**src/rtl/biu_pkg.sv**
```systemverilog
// biu_pkg: command codes, sequencer states and shared helpers for the BIU SDRAM sequencer
package biu_pkg;
  localparam logic [2:0] CMD_NOP = 3'b000;
  localparam logic [2:0] CMD_ACT = 3'b001;
  localparam logic [2:0] CMD_RD  = 3'b010;
  localparam logic [2:0] CMD_WR  = 3'b011;
  localparam logic [2:0] CMD_PRE = 3'b100;
  localparam logic [3:0] S_IDLE     = 4'd0;
  localparam logic [3:0] S_ACT      = 4'd1;
  localparam logic [3:0] S_CAS_WAIT = 4'd2;
  localparam logic [3:0] S_RW       = 4'd3;
  localparam logic [3:0] S_LAT_WAIT = 4'd4;
  localparam logic [3:0] S_BURST    = 4'd5;
  localparam logic [3:0] S_TWAIT    = 4'd6;
  localparam logic [3:0] S_PRE      = 4'd7;
  localparam logic [3:0] S_PRE_WAIT = 4'd8;
  localparam int BURST_WRAP = 8;
  function automatic logic [7:0] eff(input logic [7:0] t);
    return t == 8'd0 ? 8'd1 : t;
  endfunction
endpackage

```
**src/rtl/biu_down_cnt.sv**
```systemverilog
// biu_down_cnt: loadable down-counter with decrement enable and is-one flag
module biu_down_cnt #(
  parameter int TW = 8
) (
  input  logic          clk,
  input  logic          rst_n,
  input  logic          load,
  input  logic          dec,
  input  logic [TW-1:0] load_val,
  output logic          is_one
);
  logic [TW-1:0] cnt;
  always_ff @(posedge clk or negedge rst_n)
    if (!rst_n) cnt <= '0;
    else if (load) cnt <= load_val;
    else if (dec && cnt != '0) cnt <= cnt - TW'(1);
  assign is_one = cnt == TW'(1);
endmodule

```
**src/rtl/biu_sdram_seq.sv**
```systemverilog
// biu_sdram_seq: turns one accepted request into ACT -> RD/WR -> burst -> PRE using snapshotted timings
module biu_sdram_seq
  import biu_pkg::*;
#(
  parameter int AW = 30,
  parameter int CW = 10,
  parameter int TW = 8
) (
  input  logic          clk,
  input  logic          rst_n,
  input  logic          prog_mode,
  input  logic [2:0]    tburst,
  input  logic          addr_mode,
  input  logic [3:0]    tlat,
  input  logic [7:0]    tpre,
  input  logic [7:0]    twait,
  input  logic [7:0]    tcas,
  input  logic          req_valid,
  input  logic          req_write,
  input  logic [AW-1:0] req_addr,
  output logic          req_ready,
  output logic [2:0]    cmd,
  output logic [AW-1:0] sdr_addr,
  output logic          beat_valid,
  output logic          last_beat,
  output logic          busy
);
  localparam int WB = $clog2(BURST_WRAP);
  logic [3:0]    state, nxt;
  logic [AW-1:0] addr_q;
  logic          wr_q, am_q, accept, ld, dec, is_one;
  logic [2:0]    tb_q, beat;
  logic [3:0]    lat_q;
  logic [7:0]    pre_q, wait_q, cas_q, ecas, elat, ewait, epre;
  logic [TW-1:0] ld_val;
  logic [CW-1:0] col;
  assign ecas      = eff(cas_q);
  assign elat      = wr_q ? 8'd1 : eff({4'd0, lat_q});
  assign ewait     = eff(wait_q);
  assign epre      = eff(pre_q);
  assign req_ready = rst_n && state == S_IDLE && !prog_mode;
  assign accept    = req_valid && req_ready;
  assign busy      = state != S_IDLE;
  assign beat_valid = state == S_BURST;
  assign last_beat  = state == S_BURST && beat == tb_q;
  // Wrap mode rotates only the low bits inside the aligned BURST_WRAP block
  assign col = am_q ? {addr_q[CW-1:WB], addr_q[WB-1:0] + WB'(beat)}
                    : addr_q[CW-1:0] + CW'(beat);
  assign sdr_addr = (state == S_ACT || state == S_RW) ? addr_q
                  : state == S_BURST ? {addr_q[AW-1:CW], col} : '0;
  assign cmd = state == S_ACT ? CMD_ACT
             : state == S_RW  ? (wr_q ? CMD_WR : CMD_RD)
             : state == S_PRE ? CMD_PRE : CMD_NOP;
  biu_down_cnt #(.TW(TW)) u_cnt (
    .clk(clk), .rst_n(rst_n), .load(ld), .dec(dec), .load_val(ld_val), .is_one(is_one)
  );
  // Each phase loads E-1 so that leaving on is_one lands the next event exactly E cycles later
  always_comb begin
    nxt = state;
    ld = 1'b0;
    dec = 1'b0;
    ld_val = '0;
    case (state)
      S_IDLE: nxt = accept ? S_ACT : S_IDLE;
      S_ACT: begin
        ld = 1'b1;
        ld_val = TW'(ecas - 8'd1);
        nxt = ecas == 8'd1 ? S_RW : S_CAS_WAIT;
      end
      S_CAS_WAIT: begin
        dec = 1'b1;
        nxt = is_one ? S_RW : S_CAS_WAIT;
      end
      S_RW: begin
        ld = 1'b1;
        ld_val = TW'(elat - 8'd1);
        nxt = elat == 8'd1 ? S_BURST : S_LAT_WAIT;
      end
      S_LAT_WAIT: begin
        dec = 1'b1;
        nxt = is_one ? S_BURST : S_LAT_WAIT;
      end
      S_BURST: begin
        ld = beat == tb_q;
        ld_val = TW'(ewait - 8'd1);
        nxt = beat != tb_q ? S_BURST : ewait == 8'd1 ? S_PRE : S_TWAIT;
      end
      S_TWAIT: begin
        dec = 1'b1;
        nxt = is_one ? S_PRE : S_TWAIT;
      end
      S_PRE: begin
        ld = 1'b1;
        ld_val = TW'(epre - 8'd1);
        nxt = epre == 8'd1 ? S_IDLE : S_PRE_WAIT;
      end
      S_PRE_WAIT: begin
        dec = 1'b1;
        nxt = is_one ? S_IDLE : S_PRE_WAIT;
      end
      default: nxt = S_IDLE;
    endcase
  end
  always_ff @(posedge clk or negedge rst_n) begin
    if (!rst_n) begin
      state  <= S_IDLE;
      beat   <= '0;
      addr_q <= '0;
      wr_q   <= 1'b0;
      am_q   <= 1'b0;
      tb_q   <= '0;
      lat_q  <= '0;
      pre_q  <= '0;
      wait_q <= '0;
      cas_q  <= '0;
    end else begin
      state <= nxt;
      beat  <= state == S_BURST ? beat + 3'd1 : 3'd0;
      if (accept) begin
        addr_q <= req_addr;
        wr_q   <= req_write;
        am_q   <= addr_mode;
        tb_q   <= tburst;
        lat_q  <= tlat;
        pre_q  <= tpre;
        wait_q <= twait;
        cas_q  <= tcas;
      end
    end
  end
endmodule

```
**config.mk**
```make
export PLATFORM = sky130hd
export DESIGN_NAME = biu_sdram_seq
export DESIGN_NICKNAME = d
export VERILOG_FILES = /design/src/rtl/biu_pkg.sv /design/src/rtl/biu_down_cnt.sv /design/src/rtl/biu_sdram_seq.sv
export SDC_FILE = /design/constraint.sdc
export NUM_CORES = 1
export LEC_CHECK = 0
export ABC_CLOCK_PERIOD_IN_PS = 3800
export BUFFER_PORTS_ARGS = -buffer_cell sky130_fd_sc_hd__buf_4
export CORE_UTILIZATION = 58
export CTS_BUF_LIST = sky130_fd_sc_hd__clkbuf_16
export DETAILED_ROUTE_END_ITERATION = 7
export HOLD_SLACK_MARGIN = 0.06
export PLACE_DENSITY = 0.95
export SLEW_MARGIN = 20
export SYNTH_ARGS = -nofsm -noshare
export SYNTH_HDL_FRONTEND = slang
export SYNTH_SLANG_ARGS = --single-unit
```
**constraint.sdc**
```tcl
create_clock -name clk -period 3.8 [get_ports clk]
set_input_delay 0.19 -clock clk [delete_from_list [all_inputs] [get_ports clk]]
set_output_delay 0.19 -clock clk [all_outputs]
set_load 0.01 [all_outputs]
```
==> key figures <==
GRT
  • GRT Util Overall: 0.307
  • First-pass GRT wire length: 18300 um
  • GRT overflow: 0
  • Vias in the first global route: 3676
  • Largest net degree at the start of global routing: 79
  • Initial antenna violation count: 0

Clock network
  • Hold-fix buffer count after cts: 0
  • H-tree depth: 3
  • Deepest clock path buffer count: 2
  • Postcts setup bufs: 0
  • CTS tree: built
  • Post_cts resized: 0
  • Clk_lat worst skew: between 0.3 and 0.4 ns
  • Sink Count: 78
  • CTS Buf Count: 9
  • Clock slew at reported path FFs: roughly 0.06 ns
  • Clock root buffer: clkbuf_16

Synth
  • Yosys cell types: 55
  • YS warnings: 0
  • EDFF count, synth: 0
  • Yosys reg bits: 78
  • Post-synthesis cell area: 4430 um^2
  • Sequential share of the synthesized area: 0.440
  • Post-Syn Instances: 396
  • Async SR Flop Fraction: 1.00
  • Ys flop type: dfrtp_1
  • Syn Area/Cell: 11.2 um^2
  • Post-Syn Nets: 476

Placement
  • Placed Cells: ~590
  • HPWL Detailed: 7870 um
  • Gpl congestion: 0.881
  • IO Port Bufs: 103

Route
  • Via density: 6.29
  • WL final: 12000 um
  • Antenna Violating Nets Remaining: 0
  • Initial DRC Count: 417
  • Via count: 3778
  • Routed WL per cell: 20.0 um
  • Pre-Repair DR Iteration Count: 6
  • DR DRC count: 0

Power
  • Net switching power: between 1.5 and 2 mW
  • Sw Share: 0.373
  • PwrDens: 765 nW/um^2
  • VDD IR max: 495 uV
  • Combinational share of power: 0.384
  • P_int: 2.67 mW
  • Lkg Pwr: 2.57 nW
  • Clock Power Share: 0.215
  • Sequential share of power: 0.401

Critical path
  • CP startpoint kind: flop
  • WS Path Type: reg2out
  • Crit. End Element: primary output
  • CP Max Fanout: 4
  • Crit path arrival time: 2.60 ns
  • Data required, critical path: around 3.6 ns

Final layout
  • Fraction of layout cells with a size suffix above 1: 0.386
  • Ant diodes: 0
  • Area delta synth->final: 25.4%
  • Fillers: 422
  • Multi-input logic area: 2330 um^2
  • Fin cells: 601
  • FF/Latch Area: 1950 um^2
  • Final Net Count: 577

Status
  • Status: complete, no violations

STA
  • Clk_skew: 0.00658 ns
  • Final setup vio count: 0
  • Relative slew slack: 0.353
  • Peak Freq: 358 MHz
  • Worst Tran Pin Value: 0.970 ns
  • RSZ-0062 raised after global routing: false
  • Hold Fails Final Rpt: 0
  • Slew Viols, Final: 0
  • Setup TNS: 0 ns
  • Min Tclk post-route: 2.79 ns
  • Period utilisation layout: 0.735

Die
  • Placeable Area: 7330 um^2
  • IO Pins: 104
  • Die width: 89.4 um
  • Site Rows: 31
  • Initial Utilization: 0.605
  • Die height: 89.4 um
  • Overall die area: 8000 um^2

Worst hold path
  • Worst min path class: in2reg

Job
  • Maxcap violations: 0
## cell usage after synthesis (all sizes together) (4+ instances only)
cell | number | area (um^2)
buf | 11 | 95.1
nor3 | 11 | 55.1
o21ai | 10 | 50.1
mux2 | 65 | 773
xor2 | 9 | 78.8
a22o | 4 | 35.0
a22oi | 5 | 37.5
nor2 | 27 | 101
dfrtp | 78 | 1950
clkbuf | 4 | 15.0
nand2 | 19 | 78.8
xnor2 | 18 | 158
ha | 12 | 150
a211oi | 4 | 30.0
nor2b | 22 | 138
inv | 12 | 45.0
nand3 | 7 | 35.0
nor3b | 6 | 72.6
nor4b | 5 | 50.0
nor4 | 9 | 56.3
a21oi | 15 | 75.1
or4 | 7 | 60.1
## routing by layer
layer,GRT usage,share of wire,up-vias
met5,0,0,-
met4,0.177,0.047,0
met3,0.0471,0.065,60
met2,0.518,0.52,236
met1,0.376,0.37,1852
li1,-,-,1630
## state kept, by name, summed over array words and instances (netlist names)
register   count
addr_q        30
am_q           1
beat           3
cas_q          8
lat_q          4
pre_q          8
state          4
tb_q           3
u_cnt.cnt      8
wait_q         8
wr_q           1
## area by class of cell
type / count / area share
clock inverter: 7 / 0.0164
inverter: 13 / 0.00878
sequential: 78 / 0.351
timing repair buffer: 105 / 0.142
multi-input combinational: 290 / 0.419
tap: 99 / 0.0223
clock buffer: 9 / 0.0405
## cells in the final DEF, fill, tap and decap left out, types with 3 or more instances in the layout
cell type,count
buf_4,105
dfrtp_1,78
mux2_2,54
nor2_1,27
nor2b_1,22
xnor2_1,18
nand2_1,18
a21oi_1,15
inv_1,14
ha_1,12
nor3_1,11
mux2_4,11
o21ai_0,10
nor4_1,9
xor2_1,9
clkbuf_16,9
nand3_1,7
a22oi_1,5
or4_1,5
nor4b_1,4
a22o_1,4
a211oi_1,4
a31oi_1,3
nand2b_1,3
a221oi_1,3
nor3b_1,3
## path summary, 6_finish.rpt
kind	from	to	slack, ns	depth (start not counted)
setup reg to reg	wait_q[4]$_DFFE_PN0P_	u_cnt.cnt[4]$_DFFE_PN0P_	1.02	8
max in group asynchronous	rst_n	beat[2]$_DFF_PN0_	3.05	2
hold / removal	req_addr[6]	addr_q[6]$_DFFE_PN0P_	0.08	2
min in group asynchronous	rst_n	cas_q[6]$_DFFE_PN0P_	0.13	2
setup / recovery	beat[0]$_DFF_PN0_	sdr_addr[6]	1.01	8
hold reg to reg	addr_q[12]$_DFFE_PN0P_	addr_q[12]$_DFFE_PN0P_	0.50	1
## logic make-up after synthesis
kind of cell,synth area share
DFF,0.440
adders and majority gates,0.0384
buffers and inverters,0.0358
muxes,0.177
and+or+nand+nor,0.168
AOI/OAI and AO/OA,0.0872
xor gates and xnor gates,0.0533
## worst max-delay path, cell delays in order (launching register included)
cell and delay (ns):
dfrtp_1 0.42, ha_1 0.22, fa_1 0.24, a21oi_1 0.10, nor4b_1 0.61, nand3_1 0.24, xor2_1 0.19, nor2_1 0.11
buf_4 0.14
## per-stage QoR
stage               utilization  total power [mW]  setup slack (ns)  hold WS [ns]  cell area, um^2
CTS                       0.757              4.21              1.04        0.0786             5550
finish                    0.758              4.25              1.01        0.0791             5560
global placement          0.714              3.09              1.30         0.422             5240
detailed placement        0.714              3.24              1.19         0.424             5240
floorplan                     -              2.74              1.47        -0.106             4430
global route              0.758              4.47             0.774        0.0781             5560
## power by group through the flow
stage               Sequential (mW)  Clock [mW]  Combinational, mW
global route                   1.75       0.955               1.77
floorplan                      1.51           0               1.23
global placement               1.62           0               1.47
finish                         1.71       0.916               1.63
detailed placement             1.67           0               1.57
CTS                            1.68       0.918               1.61
Note: power is estimated with default switching activity, not from simulation.
